File: src/rtl/pass_lock_ctrl.sv
// pass_lock_ctrl: sequencer for a 4-digit keypad password lock.
// It collects digits, checks them against the stored password on confirm,
// holds the unlock window, counts failed attempts, raises the lockout alarm
// and runs the password-change flow.
//
// Ports:
//   clk            system clock
//   rst            asynchronous active-low reset
//   i_key_valid    one-cycle pulse, i_key_code is valid
//   i_key_code     key value; 0..9 are digits, 10..15 are ignored
//   i_confirm      one-cycle pulse, submit the current entry
//   i_clear        one-cycle pulse, erase the current entry
//   i_set_mode     one-cycle pulse, request a password change (OPEN only)
//   o_entry_value  digits entered so far, right-aligned, newest in [3:0]
//   o_digit_cnt    number of digits entered (0..4)
//   o_state        IDLE=0 ENTRY=1 CHECK=2 OPEN=3 FAIL=4 LOCKOUT=5 SET_NEW=6
//   o_unlocked     high while in OPEN
//   o_alarm        high while in LOCKOUT
//   o_err          high for the single FAIL cycle
//   o_pw_updated   one-cycle pulse after a new password is stored
//   o_fail_cnt     consecutive mismatches
module pass_lock_ctrl #(
  parameter int unsigned MAX_FAIL      = 3,
  parameter int unsigned UNLOCK_CYCLES = 500,
  parameter int unsigned LOCK_CYCLES   = 1000,
  parameter logic [15:0] DEFAULT_PW    = 16'h1234
) (
  input  logic        clk,
  input  logic        rst,
  input  logic        i_key_valid,
  input  logic [3:0]  i_key_code,
  input  logic        i_confirm,
  input  logic        i_clear,
  input  logic        i_set_mode,
  output logic [15:0] o_entry_value,
  output logic [2:0]  o_digit_cnt,
  output logic [2:0]  o_state,
  output logic        o_unlocked,
  output logic        o_alarm,
  output logic        o_err,
  output logic        o_pw_updated,
  output logic [2:0]  o_fail_cnt
);

  localparam int unsigned TMAX = (UNLOCK_CYCLES > LOCK_CYCLES) ? UNLOCK_CYCLES : LOCK_CYCLES;
  localparam int unsigned TW   = (TMAX > 1) ? $clog2(TMAX) : 1;

  typedef enum logic [2:0] {
    S_IDLE    = 3'd0,
    S_ENTRY   = 3'd1,
    S_CHECK   = 3'd2,
    S_OPEN    = 3'd3,
    S_FAIL    = 3'd4,
    S_LOCKOUT = 3'd5,
    S_SET_NEW = 3'd6
  } state_t;

  state_t        r_state, w_state_nxt;
  logic [15:0]   r_entry, w_entry_nxt;
  logic [2:0]    r_cnt, w_cnt_nxt;
  logic [TW-1:0] r_timer, w_timer_nxt;
  logic [2:0]    r_fail, w_fail_nxt;
  logic [15:0]   r_pw, w_pw_nxt;
  logic          r_pw_upd, w_pw_upd_nxt;

  logic          w_capture_st;
  logic          w_digit_ok;
  logic          w_full_confirm;
  logic [3:0]    w_fail_inc;

  // State and datapath registers
  always_ff @(posedge clk or negedge rst) begin
    if (!rst) begin
      r_state  <= S_IDLE;
      r_entry  <= 16'h0000;
      r_cnt    <= 3'd0;
      r_timer  <= '0;
      r_fail   <= 3'd0;
      r_pw     <= DEFAULT_PW;
      r_pw_upd <= 1'b0;
    end else begin
      r_state  <= w_state_nxt;
      r_entry  <= w_entry_nxt;
      r_cnt    <= w_cnt_nxt;
      r_timer  <= w_timer_nxt;
      r_fail   <= w_fail_nxt;
      r_pw     <= w_pw_nxt;
      r_pw_upd <= w_pw_upd_nxt;
    end
  end

  // Next-state and datapath updates
  always_comb begin
    w_state_nxt  = r_state;
    w_entry_nxt  = r_entry;
    w_cnt_nxt    = r_cnt;
    w_timer_nxt  = r_timer;
    w_fail_nxt   = r_fail;
    w_pw_nxt     = r_pw;
    w_pw_upd_nxt = 1'b0;

    w_capture_st   = (r_state == S_IDLE) || (r_state == S_ENTRY) || (r_state == S_SET_NEW);
    // clear and confirm both outrank a key in the same cycle
    w_digit_ok     = i_key_valid && (i_key_code <= 4'd9) && (r_cnt < 3'd4) && !i_clear && !i_confirm;
    w_full_confirm = i_confirm && !i_clear && (r_cnt == 3'd4);
    w_fail_inc     = 4'(r_fail) + 4'd1;

    if (w_capture_st) begin
      if (i_clear) begin
        w_entry_nxt = 16'h0000;
        w_cnt_nxt   = 3'd0;
        if (r_state == S_ENTRY) w_state_nxt = S_IDLE;
      end else if (w_digit_ok) begin
        w_entry_nxt = {r_entry[11:0], i_key_code};
        w_cnt_nxt   = r_cnt + 3'd1;
        if (r_state == S_IDLE) w_state_nxt = S_ENTRY;
      end
    end

    case (r_state)
      S_IDLE: ;
      S_ENTRY: begin
        if (w_full_confirm) w_state_nxt = S_CHECK;
      end
      S_CHECK: begin
        w_entry_nxt = 16'h0000;
        w_cnt_nxt   = 3'd0;
        if (r_entry == r_pw) begin
          w_state_nxt = S_OPEN;
          w_fail_nxt  = 3'd0;
          w_timer_nxt = TW'(UNLOCK_CYCLES - 1);
        end else begin
          w_fail_nxt = r_fail + 3'd1;
          if (w_fail_inc >= 4'(MAX_FAIL)) begin
            w_state_nxt = S_LOCKOUT;
            w_timer_nxt = TW'(LOCK_CYCLES - 1);
          end else begin
            w_state_nxt = S_FAIL;
          end
        end
      end
      S_FAIL: w_state_nxt = S_IDLE;
      S_OPEN: begin
        // set_mode wins over window expiry
        if (i_set_mode) begin
          w_state_nxt = S_SET_NEW;
          w_timer_nxt = '0;
        end else if (r_timer == '0) begin
          w_state_nxt = S_IDLE;
        end else begin
          w_timer_nxt = r_timer - TW'(1);
        end
      end
      S_SET_NEW: begin
        if (w_full_confirm) begin
          w_pw_nxt     = r_entry;
          w_pw_upd_nxt = 1'b1;
          w_entry_nxt  = 16'h0000;
          w_cnt_nxt    = 3'd0;
          w_state_nxt  = S_IDLE;
        end
      end
      S_LOCKOUT: begin
        if (r_timer == '0) begin
          w_fail_nxt  = 3'd0;
          w_state_nxt = S_IDLE;
        end else begin
          w_timer_nxt = r_timer - TW'(1);
        end
      end
      default: w_state_nxt = S_IDLE;
    endcase
  end

  assign o_entry_value = r_entry;
  assign o_digit_cnt   = r_cnt;
  assign o_state       = r_state;
  assign o_unlocked    = (r_state == S_OPEN);
  assign o_alarm       = (r_state == S_LOCKOUT);
  assign o_err         = (r_state == S_FAIL);
  assign o_pw_updated  = r_pw_upd;
  assign o_fail_cnt    = r_fail;

endmodule

File: config.mk
export PLATFORM = sky130hd
export DESIGN_NAME = pass_lock_ctrl
export DESIGN_NICKNAME = d
export VERILOG_FILES = /design/src/rtl/pass_lock_ctrl.sv
export SDC_FILE = /design/constraint.sdc
export NUM_CORES = 1
export LEC_CHECK = 0
export CAP_MARGIN = 20
export CORE_MARGIN = 8
export CORE_UTILIZATION = 56
export CTS_BUF_LIST = sky130_fd_sc_hd__clkbuf_2 sky130_fd_sc_hd__clkbuf_4 sky130_fd_sc_hd__clkbuf_8
export DETAILED_ROUTE_END_ITERATION = 8
export HOLD_SLACK_MARGIN = 0.08
export PLACE_DENSITY_LB_ADDON = 0.12
export SYNTH_ARGS = -nofsm -noshare
export SYNTH_HDL_FRONTEND = slang
export SYNTH_SLANG_ARGS = --single-unit
File: constraint.sdc
create_clock -name clk -period 2.3 [get_ports clk]
set_input_delay 0.575 -clock clk [delete_from_list [all_inputs] [get_ports clk]]
set_output_delay 0.575 -clock clk [all_outputs]
set_load 0.01 [all_outputs]
==> results of run 1 <==
cell families after synthesis:
| family | after synthesis | share of synthesized area (%) |
|---|---|---|
| AND/OR/NAND/NOR | 85 | 14.9 |
| flip-flops | 52 | 47.2 |
| AO/OA/AOI/OAI | 50 | 13.8 |
| multiplexers | 34 | 13.0 |
| buffers and inverters | 21 | 3.16 |
| XOR/XNOR | 18 | 5.69 |
| adder cells (fa/ha/maj) | 5 | 2.26 |
cell type report:
| type | count | area, sq um | area share (%) |
|---|---|---|---|
| multi-input combinational | 192 | 1380 | 39.8 |
| sequential | 52 | 1310 | 37.6 |
| timing repair buffer | 58 | 568 | 16.3 |
| tap | 67 | 83.8 | 2.41 |
| clock buffer | 5 | 68.8 | 1.98 |
| inverter | 11 | 41.3 | 1.19 |
| clock inverter | 3 | 22.5 | 0.648 |
stage by stage:
step | total power, uW | cell area, sq um
CTS | 1580 | 3460
floorplan | 983 | 2770
global route | 1630 | 3480
detailed placement | 1050 | 3370
finish | 1560 | 3480
global placement | 1050 | 3370
state kept, by name (all words and copies together) (netlist names):
register	cells
o_pw_updated	1
r_pw	16
o_state	3
o_entry_value	16
r_timer	10
o_fail_cnt	3
o_digit_cnt	3
worst paths after layout:
check | start | end | slack [ns]
worst min-delay path | rst | r_pw[13] | 0.27
worst min register to register | r_pw[3] | r_pw[3] | 0.54
worst max-delay path | o_state[0] | o_unlocked | 0.11
min in group clk | r_pw[3] | r_pw[3] | 0.54
max in group asynchronous | rst | r_timer[5] | 1.37
worst max register to register | r_pw[9] | o_fail_cnt[2] | 0.19
metal layers:
metal  vias to the layer above  global-route usage [%]  wire length [um]
met5                         -                       0                 0
met4                         0                    5.16                70
met3                         8                    4.73               373
met2                        56                    28.1              2790
met1                      1041                    22.9              2990
li1                       1069                       -                 -
power by group:
group / internal [uW] / switching, uW / total [uW]
Sequential: 918 / 5.78 / 924
Clock: 219 / 310 / 529
Combinational: 48.0 / 60.7 / 109
timing repair:
action	CTS	global route
buffers inserted	0	0
resized for setup	1	5
endpoints found under the setup margin	1	7
worst max-delay path: cells and delay by family (launching register included):
kind          cells  cell delay (ns)
flops             1             0.49
simple gates      1             0.13
buf+inv           2             0.68
placed cells by master, fill, tap and decap left out, drive strengths merged, types with 6 or more instances in the layout:
cell / n
dfrtp: 47
clkdlybuf4s50: 35
nor2: 34
buf: 21
mux2i: 18
xor2: 17
mux2: 16
nand2: 15
inv: 12
o21ai: 11
a21oi: 7
nor3: 7
nand3: 6
==> reports/results.txt, run 1 <==
Die Wd -> 86.4 um
Syn Nets -> 280
CP max FO -> 10
Startpoint Class -> flip-flop
gp weighted congestion -> 0.888
Starting Density -> 58.3%
top-count cell post-synth -> dfrtp_1
P&R area growth vs syn -> 25.5%
Num CTS Buffers -> 5
EDFF count, synth -> 0
first-pass GRT wire length -> 10,500 um
Slew Limit Fails -> 0
clk buf depth -> 2
Leak Pwr -> 0.00178 uW
CTS tree -> done
async set-reset flop share out of synthesis -> 100%
Max IR drop VDD -> 0.370 mV
initial antenna violation count -> 0
hpwl dp -> 4610 um
total number of vias -> 2,174
Yosys reg bits -> 52
status -> finished, final reports clean
hold_ws -> 0.270 ns
Period minus WS final -> 2.19 ns
fmax -> 457 MHz
PwrDens -> 449 nW/um^2
Setup Skew -> 0.00434 ns
Clock Latency Late Sink -> 0.31 ns
Core Rows -> 25
DIE AREA -> 7460 sq um
max-cap viol count -> 0
setup ws final -> 0.110 ns
Mapped Avg Cell Area -> 10.5 sq um
diodes inserted -> 0
share of cells above drive strength 1 -> 19.0%
via/cell ratio -> 5.60
Reg2Reg Depth -> 5
CP required -> 1.73 ns
Crit. End Element -> output pin
cell taking the most area after synthesis -> dfrtp_1
Final ANT Viol Nets -> 0
actual slew at the worst max-slew pin -> 0.616 ns
DP Worst Slack -> 0.0912 ns
top post-synthesis cells by count -> dfrtp_1, nor2_1, mux2i_1, xor2_1, mux2_2
Worst EP arrival -> 1.62 ns
GRT Total Usage -> 17.7%
largest cells by area after synthesis -> dfrtp_1, mux2i_1, mux2_2
Sink Count -> 52
Tcrit/Tclk final -> 95.2%
unrepaired setup endpoints after global routing -> false
final-report setup violation count -> 0
Warnings, synthesis -> 0
clock-pin slew on the worst setup and hold paths -> 0.10 ns
I/O Pins -> 39
fin util -> 73.1%
worst hold path class -> in2async
Fin Setup TNS -> 0 ns
slowest stage delay, CP -> 0.54 ns
Top FF cell, synth -> dfrtp_1
PortBufs -> 38
# nets final -> 335
Slew HR -> 59.0%
sequential cell area fraction in the yosys report -> 47.2%
total grt overflow -> 0
Remaining DRCs -> 0
synthesized cell area -> 2770 sq um
top-area cell type share of the netlist area -> 42.4%
Post-Route WL -> 6230 um
Fin. Hold Viols -> 0
Distinct cells, synth -> 56
Die H -> 86.4 um
DRT iter0 DRCs -> 94
Synth Instances -> 265
core area -> 4750 sq um
hold_buf cts -> 0
vias in the first global route -> 2,226
Critical Path, Cell by Cell -> inv_1, nor2_1, clkdlybuf4s50_1
clk root buf -> clkbuf_8
htree depth -> 2
Worst Setup Path Type -> reg2out
TritonRoute pass-1 iters -> 4
largest net degree at the start of global routing -> 30
Routed wire per std cell -> 16.1 um
Layout Cells excl Fill -> 388
placed cells -> 380
Slowest cell on crit path -> clkdlybuf4s50_1
FILL cells -> 364
Note: power is estimated with default switching activity, not from simulation.
==> run 2, diff against run 1 <==
Settings changed: RECOVER_POWER set to 50, SLEW_MARGIN set to 20.
==> reports/results.txt, run 2 (synthesis results as in run 1) <==
Core Rows -> 25
clk buf depth -> 2
Tcrit/Tclk final -> 95.1%
DRT iter0 DRCs -> 105
Sink Count -> 52
Worst Setup Path Type -> reg2out
Startpoint Class -> flip-flop
PortBufs -> 38
internal power -> 1180 uW
Die H -> 86.4 um
Setup Fix Bufs, Post-CTS -> 0
DIE AREA -> 7460 sq um
Slew HR -> 1.31%
# nets final -> 335
TritonRoute pass-1 iters -> 4
Setup Skew -> 0.00376 ns
combinational group share of total power -> 6.8%
diodes inserted -> 0
P&R area growth vs syn -> 24.4%
switching share of power -> 24.2%
Leak Pwr -> 0.00179 uW
Num CTS Buffers -> 5
total number of vias -> 2,204
Period minus WS final -> 2.19 ns
CP max FO -> 10
hold_buf cts -> 0
Clock power frac -> 34.0%
share of cells above drive strength 1 -> 17.8%
actual slew at the worst max-slew pin -> 1.48 ns
Remaining DRCs -> 0
Routed wire per std cell -> 16.0 um
Worst EP arrival -> 1.61 ns
total grt overflow -> 0
gp weighted congestion -> 0.888
CTS tree -> done
CP required -> 1.73 ns
I/O Pins -> 39
most common library cell in the layout ignoring fill and taps -> dfrtp_1
Max IR drop VDD -> 0.382 mV
Fin. Hold Viols -> 0
htree depth -> 2
Fin Setup TNS -> 0 ns
fin util -> 72.5%
Die Wd -> 86.4 um
clk root buf -> clkbuf_8
clock-pin slew on the worst setup and hold paths -> 0.10 ns
worst hold path class -> reg2reg
final-report setup violation count -> 0
status -> finished, final reports clean
Slew Limit Fails -> 0
Final ANT Viol Nets -> 0
first-pass GRT wire length -> 10,500 um
DP Worst Slack -> 0.0912 ns
vias in the first global route -> 2,226
fmax -> 457 MHz
P_sw -> 378 uW
Post-Route WL -> 6230 um
Clock Latency Late Sink -> 0.31 ns
Starting Density -> 58.3%
Crit. End Element -> output pin
largest net degree at the start of global routing -> 30
hpwl dp -> 4610 um
core area -> 4750 sq um
most frequent cells in the layout -> dfrtp_1, nor2_1, clkdlybuf4s50_1
max-cap viol count -> 0
initial antenna violation count -> 0
Seq pwr share -> 59.2%
GRT Total Usage -> 17.7%
unrepaired setup endpoints after global routing -> false
via/cell ratio -> 5.68
PwrDens -> 453 nW/um^2
setup ws final -> 0.113 ns
-- run 2: changes by cell type in the layout (fill, tap and decap cells not counted), moves of 2 or more --
cell / delta
buf_4: -2
clkbuf_1: +2
clkbuf_2: +2
clkdlybuf4s50_1: -7
dlygate4sd3_1: +7
-- run 2: path summary, 6_finish.rpt --
check	slack, ns	startpoint	to	cells past startpoint
max in group asynchronous	0.57	rst	r_timer[5]	2
setup / recovery	0.11	o_state[0]	o_unlocked	3
setup reg to reg	0.13	r_pw[9]	o_fail_cnt[2]	5
hold reg to reg	0.54	r_pw[3]	r_pw[3]	1
min in group asynchronous	0.60	rst	r_pw[13]	1
hold / removal	0.54	r_pw[3]	r_pw[3]	1
-- run 2: repair_timing --
item / in CTS / in global routing
hold endpoints to repair: 0 / 0
cloned: 0 / 0
setup endpoints to repair: 1 / 7
resized for setup: 1 / 5
-- run 2: critical path, stage by stage (launching register included) --
cell and delay (ns):
dfrtp_2 0.49, inv_1 0.14, nor2_1 0.13, clkdlybuf4s50_1 0.54
-- run 2: power groups by stage --
stage	registers, uW	logic, uW	clock network [uW]
5_1_grt	925	118	583
3_5_place_dp	941	110	0
6_report	924	106	530
4_1_cts	924	110	547
2_1_floorplan	942	41.4	0
3_3_place_gp	941	108	0
-- run 2: area by class of cell --
cell class / count / area [sq um]
Multi-Input combinational cell: 192 / 1380
Sequential cell: 52 / 1310
Clock inverter: 3 / 22.5
Inverter: 11 / 41.3
Timing Repair Buffer: 58 / 546
Fill cell: 370 / 1310
Tap cell: 67 / 83.8
Clock buffer: 5 / 68.8
-- run 2: layer usage --
layer	wire length (um)	GRT usage, %	up-vias
met5	0	0	-
met2	2790	28.1	49
met1	3050	22.9	1081
met4	68	5.16	0
met3	317	4.73	6
li1	-	-	1068
-- run 2: metrics by stage --
step,total power (uW),area [sq um],hold WS (ns),cells
after floorplan,983,2770,0.279,265
after global placement,1050,3370,0.509,380
after detailed placement,1050,3370,0.517,380
after CTS,1580,3460,0.283,388
after global routing,1630,3450,0.554,388
final,1560,3450,0.536,388
==> run 3, diff against run 2 <==
Settings changed: REMOVE_ABC_BUFFERS set to 1.
==> reports/results.txt, run 3 (synthesis results as in run 1) <==
via/cell ratio -> 5.60
DRT iter0 DRCs -> 78
I/O Pins -> 39
CP max FO -> 7
fmax -> 475 MHz
Tcrit/Tclk final -> 91.6%
Num CTS Buffers -> 5
first-pass GRT wire length -> 10,600 um
Routed wire per std cell -> 15.7 um
Remaining DRCs -> 0
PwrDens -> 489 nW/um^2
most common library cell in the layout ignoring fill and taps -> dfrtp_1
Period minus WS final -> 2.11 ns
GRT Total Usage -> 17.6%
DP Worst Slack -> 0.0906 ns
core area -> 4750 sq um
status -> finished, final reports clean
setup ws final -> 0.193 ns
largest net degree at the start of global routing -> 25
fin util -> 73.3%
Crit. End Element -> flip-flop
Fin. Hold Viols -> 0
# nets final -> 335
Sink Count -> 52
vias in the first global route -> 2,276
Leak Pwr -> 0.00181 uW
max-cap viol count -> 0
Starting Density -> 58.3%
CP required -> 2.49 ns
hpwl dp -> 4480 um
clk buf depth -> 2
Max IR drop VDD -> 0.432 mV
actual slew at the worst max-slew pin -> 1.03 ns
Die H -> 86.4 um
PortBufs -> 38
Reg2Reg Setup Slack -> 0.22 ns
Clock Latency Late Sink -> 0.30 ns
Die Wd -> 86.4 um
total grt overflow -> 0
Slew HR -> 31.4%
Post-Route WL -> 6080 um
worst hold path class -> in2async
most frequent cells in the layout -> dfrtp_1, nor2_1, clkdlybuf4s50_1
clk root buf -> clkbuf_8
unrepaired setup endpoints after global routing -> false
diodes inserted -> 0
gp weighted congestion -> 0.820
initial antenna violation count -> 0
TritonRoute pass-1 iters -> 4
CTS tree -> done
Setup Skew -> 0.00918 ns
final-report setup violation count -> 0
Worst Setup Path Type -> in2reg
htree depth -> 2
share of cells above drive strength 1 -> 17.1%
total number of vias -> 2,172
Slew Limit Fails -> 0
P&R area growth vs syn -> 25.7%
Worst EP arrival -> 2.29 ns
DIE AREA -> 7460 sq um
clock-pin slew on the worst setup and hold paths -> 0.09 ns
Final ANT Viol Nets -> 0
Startpoint Class -> primary input
Core Rows -> 25
[run 3: cell types whose count changed in the layout (fill, tap and decap cells not counted), moves of 2 or more]
cell and change:
clkbuf_2 -2, clkbuf_8 +2, dfrtp_1 -2, dfrtp_2 +2
[run 3: layout make-up]
type	instances	area [sq um]
Multi-Input combinational cell	192	1370
Sequential cell	52	1310
Timing Repair Buffer	58	551
Clock inverter	1	30.0
Tap cell	67	83.8
Fill cell	375	1270
Inverter	11	41.3
Clock buffer	7	96.3
[run 3: path summary, 6_finish.rpt]
check,startpoint,to,cells after the start
max in group asynchronous,rst,r_pw[1],2
worst max-delay path,i_clear,r_pw[15],5
worst min-delay path,rst,r_timer[5],1
min in group clk,r_pw[1],r_pw[1],1
worst min register to register,r_pw[1],r_pw[1],1
worst max register to register,r_timer[3],r_timer[9],4
[run 3: power by group]
part           total (uW)  switching [uW]  internal (uW)  leakage, uW
combinational         108            60.3           47.3      0.00104
sequential            923            5.77            918     0.000703
clock                 672             288            384    0.0000645
total                1700             354           1350      0.00181
[run 3: per-stage QoR]
stage | setup TNS [ns] | hold slack [ns] | total power, uW | cells | area, sq um
after floorplan | -6.34 | 0.279 | 981 | 255 | 2730
after global routing | 0 | 0.401 | 1770 | 388 | 3480
after CTS | 0 | 0.178 | 1730 | 388 | 3500
final | 0 | 0.332 | 1700 | 388 | 3480
after detailed placement | 0 | 0.511 | 1050 | 378 | 3360
after global placement | 0 | 0.510 | 1050 | 378 | 3360
[run 3: repair_timing]
action | 4_1_cts | 5_1_grt
buffers inserted | 2 | 0
resized for setup | 3 | 4
endpoints found under the setup margin | 3 | 2
hold buffers | 0 | 0
[run 3: layer usage]
metal / vias to the layer above / track usage [%] / share of wire (%) / routed length, um
met4: 0 / 6.10 / 0.87 / 53
met2: 32 / 30.4 / 51 / 3110
met1: 1063 / 20.6 / 44 / 2680
li1: 1073 / - / - / -
met3: 4 / 4.35 / 4.0 / 241
met5: - / 0 / 0 / 0
[run 3: critical path, cell delays in order]
cell	delay, ns
clkdlybuf4s50_1	0.45
nand4b_1	0.26
nor3_1	0.26
clkbuf_1	0.36
mux2_2	0.39
